$ cat config.mk
export PLATFORM = sky130hd
export DESIGN_NAME = score_keeper
export DESIGN_NICKNAME = d
export VERILOG_FILES = /design/src/rtl/score_keeper.sv
export SDC_FILE = /design/constraint.sdc
export NUM_CORES = 1
export LEC_CHECK = 0
export BUFFER_PORTS_ARGS = -buffer_cell sky130_fd_sc_hd__buf_2
export CORE_MARGIN = 10
export CORE_UTILIZATION = 59
export CTS_CLUSTER_DIAMETER = 120
export DETAILED_ROUTE_END_ITERATION = 12
export PLACE_DENSITY = 0.81
export SLEW_MARGIN = 10
export SYNTH_ARGS = -nofsm -noshare
export SYNTH_HDL_FRONTEND = slang
export SYNTH_SLANG_ARGS = --single-unit
export TNS_END_PERCENT = 50
$ cat constraint.sdc
create_clock -name clk -period 5.2 [get_ports clk]
set_input_delay 0.52 -clock clk [delete_from_list [all_inputs] [get_ports clk]]
set_output_delay 0.52 -clock clk [all_outputs]
set_load 0.02 [all_outputs]
$ cat src/rtl/score_keeper.sv
// score_keeper: combo-multiplied, saturating rhythm-game score with a sequential double-dabble
// BCD converter feeding active-low 7-segment digits. Define SCORE_KEEPER_HIGH_SCORE_EN for high score.
module score_keeper #(
    parameter int unsigned SCORE_W    = 14,
    parameter int unsigned DIGITS     = 4,
    parameter int unsigned MAX_SCORE  = 9999,
    parameter int unsigned SHORT_PTS  = 1,
    parameter int unsigned LONG_PTS   = 3,
    parameter int unsigned COMBO_STEP = 8,
    parameter int unsigned MAX_MULT   = 4
) (
    input  logic                  clk,
    input  logic                  reset,
    input  logic                  clear,
    input  logic                  hit,
    input  logic                  islong,
    input  logic                  miss,
    input  logic                  show_high,
    output logic [SCORE_W-1:0]    score,
    output logic [2:0]            mult,
    output logic [4*DIGITS-1:0]   bcd,
    output logic                  bcd_valid,
    output logic [7*DIGITS-1:0]   segments,
    output logic [SCORE_W-1:0]    high_score
);

    localparam int unsigned SUM_W  = SCORE_W + 4;
    localparam int unsigned STRK_W = $clog2(COMBO_STEP + 1);
    localparam int unsigned CNT_W  = $clog2(SCORE_W + 1);
    localparam int unsigned BCD_W  = 4 * DIGITS;
    localparam logic [6:0]  SEG_ZERO = 7'b1000000;

    typedef enum logic [1:0] {StIdle, StLoad, StShift, StCommit} state_e;

    logic [SCORE_W-1:0]  r_score, w_score_d;
    logic [STRK_W-1:0]   r_streak, w_streak_d;
    logic [2:0]          r_mult, w_mult_d;
    logic [SUM_W-1:0]    w_pts, w_sum;
    logic [SCORE_W-1:0]  w_src_d;
    logic                w_chg;

    state_e              r_state, w_state_d;
    logic [SCORE_W-1:0]  r_snap, w_snap_d;
    logic [BCD_W-1:0]    r_work, w_work_d, w_adj;
    logic [CNT_W-1:0]    r_cnt, w_cnt_d;
    logic                r_pending, w_pending_d;
    logic [BCD_W-1:0]    r_bcd, w_bcd_d;
    logic                r_valid, w_valid_d;
    logic [7*DIGITS-1:0] r_seg, w_seg_d, w_seg_dec;

    function automatic logic [6:0] seg7(input logic [3:0] d);
        case (d)
            4'd0:    seg7 = 7'b1000000;
            4'd1:    seg7 = 7'b1111001;
            4'd2:    seg7 = 7'b0100100;
            4'd3:    seg7 = 7'b0110000;
            4'd4:    seg7 = 7'b0011001;
            4'd5:    seg7 = 7'b0010010;
            4'd6:    seg7 = 7'b0000010;
            4'd7:    seg7 = 7'b1111000;
            4'd8:    seg7 = 7'b0000000;
            4'd9:    seg7 = 7'b0010000;
            default: seg7 = 7'h7F;
        endcase
    endfunction

    // Points use the multiplier before this cycle's combo update; the sum is wide so it never wraps.
    always_comb begin
        w_pts      = islong ? SUM_W'(LONG_PTS) : SUM_W'(SHORT_PTS);
        w_sum      = {4'b0000, r_score} + w_pts * SUM_W'(r_mult);
        w_score_d  = r_score;
        w_streak_d = r_streak;
        w_mult_d   = r_mult;
        if (clear) begin
            w_score_d  = '0;
            w_streak_d = '0;
            w_mult_d   = 3'd1;
        end else begin
            if (hit) begin
                w_score_d = (w_sum > SUM_W'(MAX_SCORE)) ? SCORE_W'(MAX_SCORE)
                                                        : w_sum[SCORE_W-1:0];
            end
            if (miss) begin
                w_streak_d = '0;
                w_mult_d   = 3'd1;
            end else if (hit) begin
                if (r_streak == STRK_W'(COMBO_STEP - 1)) begin
                    w_streak_d = '0;
                    if (r_mult < 3'(MAX_MULT)) w_mult_d = r_mult + 3'd1;
                end else begin
                    w_streak_d = r_streak + STRK_W'(1);
                end
            end
        end
    end

`ifdef SCORE_KEEPER_HIGH_SCORE_EN
    logic [SCORE_W-1:0] r_high, w_high_d;
    logic               r_show;

    always_comb begin
        w_high_d = (r_score > r_high) ? r_score : r_high;
        w_src_d  = show_high ? w_high_d : w_score_d;
        w_chg    = (w_score_d != r_score) || (show_high != r_show) ||
                   (show_high && (w_high_d != r_high));
    end

    always_ff @(posedge clk or posedge reset) begin
        if (reset) begin
            r_high <= '0;
            r_show <= 1'b0;
        end else begin
            r_high <= w_high_d;
            r_show <= show_high;
        end
    end

    assign high_score = r_high;
`else
    logic w_unused_show;
    assign w_unused_show = show_high;
    assign w_src_d       = w_score_d;
    assign w_chg         = (w_score_d != r_score);
    assign high_score    = '0;
`endif

    always_comb begin
        w_adj = r_work;
        for (int k = 0; k < DIGITS; k++) begin
            if (r_work[4*k +: 4] >= 4'd5) w_adj[4*k +: 4] = r_work[4*k +: 4] + 4'd3;
        end
    end

    always_comb begin
        w_seg_dec = '0;
        for (int k = 0; k < DIGITS; k++) begin
            w_seg_dec[7*k +: 7] = seg7(r_work[4*k +: 4]);
        end
    end

    // A change seen in IDLE starts a conversion at once (snapshot of the next value);
    // any other change is remembered in pending and keeps bcd_valid low through COMMIT.
    always_comb begin
        w_state_d   = r_state;
        w_snap_d    = r_snap;
        w_work_d    = r_work;
        w_cnt_d     = r_cnt;
        w_pending_d = r_pending | w_chg;
        w_bcd_d     = r_bcd;
        w_seg_d     = r_seg;
        w_valid_d   = r_valid & ~w_chg;
        unique case (r_state)
            StIdle: begin
                if (r_pending || w_chg) begin
                    w_state_d   = StLoad;
                    w_snap_d    = w_src_d;
                    w_work_d    = '0;
                    w_pending_d = 1'b0;
                end
            end
            StLoad: begin
                w_state_d = StShift;
                w_cnt_d   = '0;
            end
            StShift: begin
                w_work_d = {w_adj[BCD_W-2:0], r_snap[SCORE_W-1]};
                w_snap_d = {r_snap[SCORE_W-2:0], 1'b0};
                w_cnt_d  = r_cnt + CNT_W'(1);
                if (r_cnt == CNT_W'(SCORE_W - 1)) w_state_d = StCommit;
            end
            StCommit: begin
                w_bcd_d   = r_work;
                w_seg_d   = w_seg_dec;
                w_valid_d = ~(r_pending | w_chg);
                w_state_d = StIdle;
            end
            default: w_state_d = StIdle;
        endcase
    end

    always_ff @(posedge clk or posedge reset) begin
        if (reset) begin
            r_score   <= '0;
            r_streak  <= '0;
            r_mult    <= 3'd1;
            r_state   <= StIdle;
            r_snap    <= '0;
            r_work    <= '0;
            r_cnt     <= '0;
            r_pending <= 1'b0;
            r_bcd     <= '0;
            r_valid   <= 1'b1;
            r_seg     <= {DIGITS{SEG_ZERO}};
        end else begin
            r_score   <= w_score_d;
            r_streak  <= w_streak_d;
            r_mult    <= w_mult_d;
            r_state   <= w_state_d;
            r_snap    <= w_snap_d;
            r_work    <= w_work_d;
            r_cnt     <= w_cnt_d;
            r_pending <= w_pending_d;
            r_bcd     <= w_bcd_d;
            r_valid   <= w_valid_d;
            r_seg     <= w_seg_d;
        end
    end

    assign score     = r_score;
    assign mult      = r_mult;
    assign bcd       = r_bcd;
    assign bcd_valid = r_valid;
    assign segments  = r_seg;

endmodule

==> results of run 1 <==
-- Yosys cell counts, drive strengths merged (5+ instances only) --
master  count  area (µm²)
dfrtp      97        2430
nor2       60         225
inv        48         180
nand2      45         169
o21ai      44         231
a21oi      40         204
ha         33         413
buf        30         190
clkbuf     30         113
nand3      26         130
mux2       22         248
or3        18         113
o22ai      16         100
mux2i      14         140
nor3       12        65.1
o211ai     12        95.1
o221a      12         135
a211oi     10        75.1
and2        9        56.3
a21o        8        60.1
xnor2       8        70.1
nor4        7        43.8
and3        6        37.5
dfstp       6         158
nand3b      6        45.0
o311ai      6        52.6
o31ai       6        45.0
nand4       5        31.3
-- worst register-to-register path, stage by stage, from the launching register on --
cell      delay [ps]
dfrtp_1          470
fa_1             560
ha_1             180
inv_1             60
fa_1             400
nand2b_1         210
a21o_1           330
or4b_1           590
o211ai_2         130
and3_1           230
mux2i_1          110
or3_1            550
o22ai_1          270
mux2_2           370
-- metrics by stage --
stage                     utilization [%]  hold slack [ps]  instance area [µm²]
after detailed placement             63.9              461                 6600
after floorplan                         -              444                 6300
final                                66.0              136                 6810
after global placement               63.9              458                 6600
after global routing                 66.0              159                 6810
after CTS                            66.0              137                 6810
-- registers in the layout, summed over array words and instances, names as in the netlist --
name / count
score: 14
mult: 3
r_work: 16
segments: 28
r_pending: 1
bcd_valid: 1
bcd: 16
r_state: 2
r_cnt: 4
r_streak: 4
r_snap: 14
-- routing by layer --
metal / track usage, % / up-vias / wire, µm
li1: - / 2489 / -
met1: 26.4 / 2572 / 6600
met2: 32.3 / 151 / 7260
met3: 4.28 / 16 / 907
met4: 5.60 / 0 / 152
met5: 0 / - / 0
-- path summary, 6_finish.rpt --
check | start | cells past startpoint | slack (ps) | to
setup / recovery | score[1] | 13 | 630 | r_state[1]
hold / removal | reset | 2 | 140 | bcd[10]
setup reg to reg | score[1] | 13 | 630 | r_state[1]
hold reg to reg | segments[20] | 2 | 470 | segments[20]
max in group asynchronous | reset | 3 | 3850 | mult[1]
min in group clk | segments[20] | 2 | 470 | segments[20]
-- power groups by stage --
stage / registers [µW] / clock network, µW / logic, µW
finish: 1260 / 539 / 1510
floorplan: 1300 / 0 / 1050
detailed placement: 1260 / 0 / 1510
global route: 1290 / 574 / 1670
global placement: 1250 / 0 / 1440
CTS: 1250 / 553 / 1510
-- cell families after synthesis --
family,Yosys count,share of synthesized area (%)
AND/OR/NAND/NOR,204,15.8
AO/OA/AOI/OAI,181,19.6
buffers and inverters,110,7.84
flip-flops,103,41.3
adder cells (fa/ha/maj),36,7.56
multiplexers,36,6.20
XOR/XNOR,11,1.54
other,1,0.0600
-- placed cells by master, fill, tap and decap left out, types with 5 or more instances in the layout --
cell type   n
conb_1     14
nand3b_1    6
xnor2_1     8
and2_1      9
mux2i_1    14
o221a_1     8
o311ai_0    5
nand3_1    26
ha_1       32
o21ai_0    43
nand4_1     5
a21o_1      8
nor2_1     60
o22ai_1    16
or3_1      18
buf_2      67
and3_1      6
o31ai_1     6
dfstp_2     6
a21oi_1    39
mux2_2     22
nor3_1     11
o211ai_1   11
nand2_1    45
buf_4      12
inv_1      47
nor4_1      7
a211oi_1   10
dfrtp_1    97
clkbuf_8    9
-- final cells by class --
| cell class | count | area share [%] |
|---|---|---|
| multi-input cells | 482 | 47.4 |
| repair buffers | 79 | 6.24 |
| flip-flops and latches | 103 | 37.9 |
| well taps | 136 | 2.50 |
| clock inverters | 6 | 1.25 |
| inverters | 50 | 2.79 |
| clock buffers | 10 | 1.87 |
==> impl_summary.md, run 1 <==
Status
The flow ran to the end, and the final reports show no timing, DRC or antenna violations.

Clock network
The later pin in the worst-skew pair is clocked with a latency of 370 ps. The number of gates resized after CTS was 0. The root buffer selected by CTS is clkbuf_8. The H-tree depth is 3.

The number of sinks driven by the clock tree is 103. After clock tree synthesis, the clock-pin slew on the worst setup and hold paths is 100 ps. The maximum number of buffers from clock root to sink is 2.

The number of clock buffers added by TritonCTS is 9. TritonCTS built the clock tree. The buffers inserted during post-CTS setup optimization is 0. For this design, the CTS-stage hold fixing added 0 buffers.

Power and ir drop
The net switching share of the total power is 42.2%. The clock network power share is 16.3%. VDD sags by at most 0.000324 V. The ratio of total power to cell area is 485 nW/µm². The combinational cell fraction of total power is 45.6%.

In this run, flip-flops and latches consume 38.1% of the power. The standby leakage power is 0.00314 µW. For this design the total switching power over the nets is 1400 µW.

The total power is 3300 µW. The internal cell power is 1910 µW.

Final layout
In the final layout, the share of cells above drive strength 1 is 18.6%. The filler cell count in the final layout is 813. The total inserted antenna cells is 0. At the end of the flow, the number of nets in the layout was 768.

The multi-input combinational cells in the finished layout cover a total of 3230 µm². From synthesis to final layout, the design area changed by 8.94%. The post-layout instance count excluding filler cells is 866. Registers take 2580 µm².

Global route
The initial antenna violation count is 0. The first global-routing pass estimated 24.9 mm of wire. The maximum number of pins on one net before global-route repair is 72. The via count of the first global-routing pass is 5074. The overall routing resource usage is 19.9%. The total overflow left after global routing is 0.

STA
Headroom to the max-slew limit came out at 32.2%. The measured slew at the worst slew-check pin is 1020 ps. The worst path uses 87.9% of the clock period. The number of hold violations in the final report came to 0. Setup repair after global routing left no endpoint under its margin. The max-slew violation count is 0. On the final layout, the worst clock skew is 12.3 ps. Setup total negative slack on the finished layout was measured at 0 ps.

In the post-route analysis, the smallest setup slack over all paths is 628 ps. Setup violations remaining at the end of the flow were counted as 0. Timing would allow up to 219 MHz.

The final critical delay including setup and external delays is 4570 ps.

Floorplan
The number of core rows is 37. The die outline width is 123 µm. The I/O pin total is 83. The initial utilization of the core area, before any placement, comes to 60.6%. The floorplan die height is 123 µm. The core footprint is 10300 µm². The full die area is 15100 µm².

Worst setup path
The required arrival time at the worst endpoint is 5460 ps. The kind of end point of the critical path is a flop. The critical path goes through fa_1 > ha_1 > inv_1 > fa_1 > nand2b_1 > a21o_1 > or4b_1 > o211ai_2 > and3_1 > mux2i_1 > or3_1 > o22ai_1 > mux2_2. The worst setup path is launched from a flop. The cell type of the slowest stage on the worst timing path is or4b_1. On the worst path, the slowest cell contributes a delay of 580 ps. The count of buffer and inverter cells on the critical path is 1. Counting stages on the worst path, the most repeated cell is fa_1. The class of the most critical setup path is flop to flop. The critical path arrival is 4830 ps. The critical-path maximum fanout is 12. The category of cells accounting for the largest share of critical-path delay is simple AND/OR/NAND/NOR gates.

Flow run
The count of max-cap constraint violations is 0.

Synthesis
After synthesis the netlist holds a flip-flop and latch count of 103. In this run, synthesis inferred 0 flip-flops with an integrated enable. The sequential share of the synthesized area is 41.3%. In this run the cell area of the synthesized design comes to 6250 µm². The cell count after synthesis is 682.

For this run, asynchronously set or reset flops after synthesis account for 100%. For this run, the leading register cell type out of synthesis is dfrtp_1. The number of different library cells used by synthesis comes to 62.

During synthesis, Yosys emitted a total of 0 warnings. A synthesized cell averages 9.17 µm².

Routing
The remaining design rule violation count is 0. For this block, the via count after detailed routing is 5228. For this block, the initial DRC count from the detailed router was 458. For this run, the detailed router's first-pass iteration total came to 7. Dividing the detail-routed wire length by the instance count gives 17.2 µm. After detailed routing, the number of vias per cell comes to 6.04. The final wirelength is 14.9 mm.

The remaining number of nets flagged by the antenna check after routing is 0.

Placed design
At the end of routability-driven placement, the weighted congestion stood at 0.973. After legalization and detailed placement, the total HPWL measured 10.8 mm. The setup slack at placement is 425 ps. In this run the tool buffered the top-level ports with 67 buffer cells.

The total placed cells including tap cells is 850.

Min path
The type of the tightest min-delay check is primary input to async pin.
No activity file was read; power rests on OpenSTA's default activity.
==> run 2: changes to the inputs <==
Settings changed: PLACE_DENSITY 0.81 to 0.91.
==> impl_summary.md, run 2 (synthesis results as in run 1) <==
STA
RSZ-0062 raised after global routing: no (unchanged). The final period utilization was 88.6% (was 87.9%). The setup TNS came to 0 ps (unchanged).

The setup violation total in the final timing report is 0 (unchanged). The max-slew violation count was 0 (unchanged). The maximum frequency from static timing analysis was 217 MHz (was 219 MHz).

The measured slew at the worst slew-check pin is 1060 ps (was 1020 ps). The relative slew slack is 29.6% (was 32.2%). The final critical delay including setup and external delays came to 4610 ps (was 4570 ps). The clock skew came to 17.1 ps (was 12.3 ps). The number of hold violations in the final report was 0 (unchanged).

Worst setup path
The worst reg-to-reg path cell count came to 15 (was 13). The register-to-register path setup slack is 590 ps (was 630 ps). The class of the most critical setup path was flop to flop (unchanged). The sort of element at the start of the critical path is a flop (unchanged).

The worst flop-to-flop path endpoint is r_snap[4] (was r_state[1]). The required arrival time at the worst endpoint is 5500 ps (was 5460 ps). The kind of end point of the critical path is a flop (unchanged). The beginning of the worst register-to-register path is score[1] (unchanged).

The critical path arrival is 4910 ps (was 4830 ps). The critical-path maximum fanout is 12 (unchanged).

Clock network
The number of buffers created by CTS is 9 (unchanged). The buffers inserted during post-CTS setup optimization is 0 (unchanged). The CTS clock-pin slew for the worst setup and hold paths came to 110 ps (was 100 ps). The maximum number of buffers from clock root to sink came to 2 (unchanged).

The number of instances resized during post-cts repair is 0 (unchanged). The number of sinks driven by the clock tree is 103 (unchanged). The post-cts hold buffer count was 0 (unchanged). The later-pin clock latency in the skew report is 370 ps (about the same). The H-tree depth is 3 (unchanged).

The root buffer selected by CTS is clkbuf_8 (unchanged). The CTS tree was done (unchanged).

Global route
The overall overflow remaining after global route came to 0 (unchanged). The wire length of the first global-routing pass is 24.9 mm (about the same). The overall routing resource usage is 20.0% (was 19.9%). The maximum number of pins on one net before global-route repair was 61 (was 72). The initial antenna violation count is 0 (unchanged).

The via count of the first global-routing pass is 5030 (was 5074).

Min path
The type of the tightest min-delay check is primary input to async pin (unchanged).

Floorplan
The floorplan die height is 123 µm (unchanged). The full die area is 15100 µm² (unchanged). The number of core rows came to 37 (unchanged).

The initial standard-cell utilization of the core is 60.6% (unchanged). The core footprint is 10300 µm² (unchanged). The I/O pin total is 83 (unchanged). The die outline width is 123 µm (unchanged).

Final layout
The final standard cell utilization of the core was 65.4% (was 66.0%). The flip-flop count of the largest register after layout came to 28 (unchanged). The proportion of layout cells with a drive suffix above 1 is 18.3% (was 18.6%). The net count reported at finish is 766 (was 768). The post-layout instance count excluding filler cells was 864 (was 866). Commonest cells after routing, fill and taps aside: dfrtp_1, buf_2, nor2_1 (unchanged).

The commonest non-fill, non-tap cell in the layout is dfrtp_1 (unchanged). The summed area of non-filler cells in the final layout was 6760 µm² (was 6810 µm²). The total inserted antenna cells is 0 (unchanged).

The area added between synthesis and finish is 8.02% (was 8.94%).

Routing
The average via count per standard cell is 6.08 (was 6.04). The number of detailed-route iterations in the first pass is 5 (was 7). The via total after detailed routing came to 5256 (was 5228). The remaining number of nets flagged by the antenna check after routing is 0 (unchanged). The wire length per cell after detailed routing is 17.8 µm (was 17.2 µm). The remaining design rule violation count is 0 (unchanged). The count of routing violations after the opening detailed-route iteration was 501 (was 458). The final wirelength is 15.3 mm (was 14.9 mm).

Status
Outcome: completed (unchanged).

Placed design
The standard cell area after detailed placement came to 6590 µm² (was 6600 µm²). The total placed cells including tap cells is 848 (was 850). The final weighted congestion in routability-driven placement is 0.956 (was 0.973). The count of input and output buffers was 67 (unchanged). The total half-perimeter wirelength after legalization and detailed placement is 11.0 mm (was 10.8 mm).

Power and ir drop
The standby leakage power is 0.00312 µW (was 0.00314 µW). The peak supply drop came to 0.000277 V (was 0.000324 V). The ratio of total power to cell area was 478 nW/µm² (was 485 nW/µm²).

Flow run
The count of max-cap constraint violations was 0 (unchanged).
run 2: cell count changes in the layout (fill, tap and decap cells not counted):
cell / before / now
buf_4: 12 / 10
bufinv_16: 2 / 0
clkbuf_1: 1 / 2
clkinv_2: 2 / 1
clkinvlp_4: 2 / 1
inv_6: 0 / 3
run 2: final cells by class:
cell class / instances / area (µm²)
Sequential cell: 103 / 2580
Clock inverter: 5 / 38.8
Timing Repair Buffer: 77 / 410
Tap cell: 136 / 170
Clock buffer: 11 / 131
Inverter: 50 / 190
Fill cell: 801 / 3570
Multi-Input combinational cell: 482 / 3230
run 2: per-layer routing:
metal	GRT usage [%]	vias up	wire length [µm]
met5	0	-	0
met4	5.01	0	239
met3	3.56	22	1010
met2	33.7	207	7720
li1	-	2495	-
met1	26.0	2532	6370
run 2: stage by stage:
stage,power [µW],worst slack (ps),hold WS [ps]
2_1_floorplan,2350,882,444
3_3_place_gp,2670,520,458
3_5_place_dp,2770,425,461
4_1_cts,3230,624,214
5_1_grt,3450,378,227
6_report,3230,592,195
run 2: power breakdown:
| part | switching [µW] | internal (µW) |
|---|---|---|
| Combinational | 917 | 598 |
| Sequential | 222 | 1040 |
| Clock | 276 | 179 |
run 2: worst max-delay path by stage:
stage / from / endpoint / slack (ps) / cells after the start
3_3_place_gp: islong / r_snap[1] / 520 / 17
2_1_floorplan: islong / r_state[1] / 880 / 16
5_1_grt: score[1] / r_snap[4] / 380 / 15
4_1_cts: score[1] / r_snap[4] / 620 / 15
6_report: score[1] / r_snap[4] / 590 / 15
3_5_place_dp: islong / r_snap[1] / 420 / 17
run 2: worst max-delay path, stage by stage (launching register included):
cell	delay (ps)
dfrtp_1	490
fa_1	570
ha_1	190
inv_1	60
fa_1	380
nand2b_1	190
a21o_1	330
or4b_1	590
o211ai_2	130
and3_1	250
mux2i_1	110
or3_1	490
buf_4	210
o21ai_4	120
buf_4	210
o221a_1	200
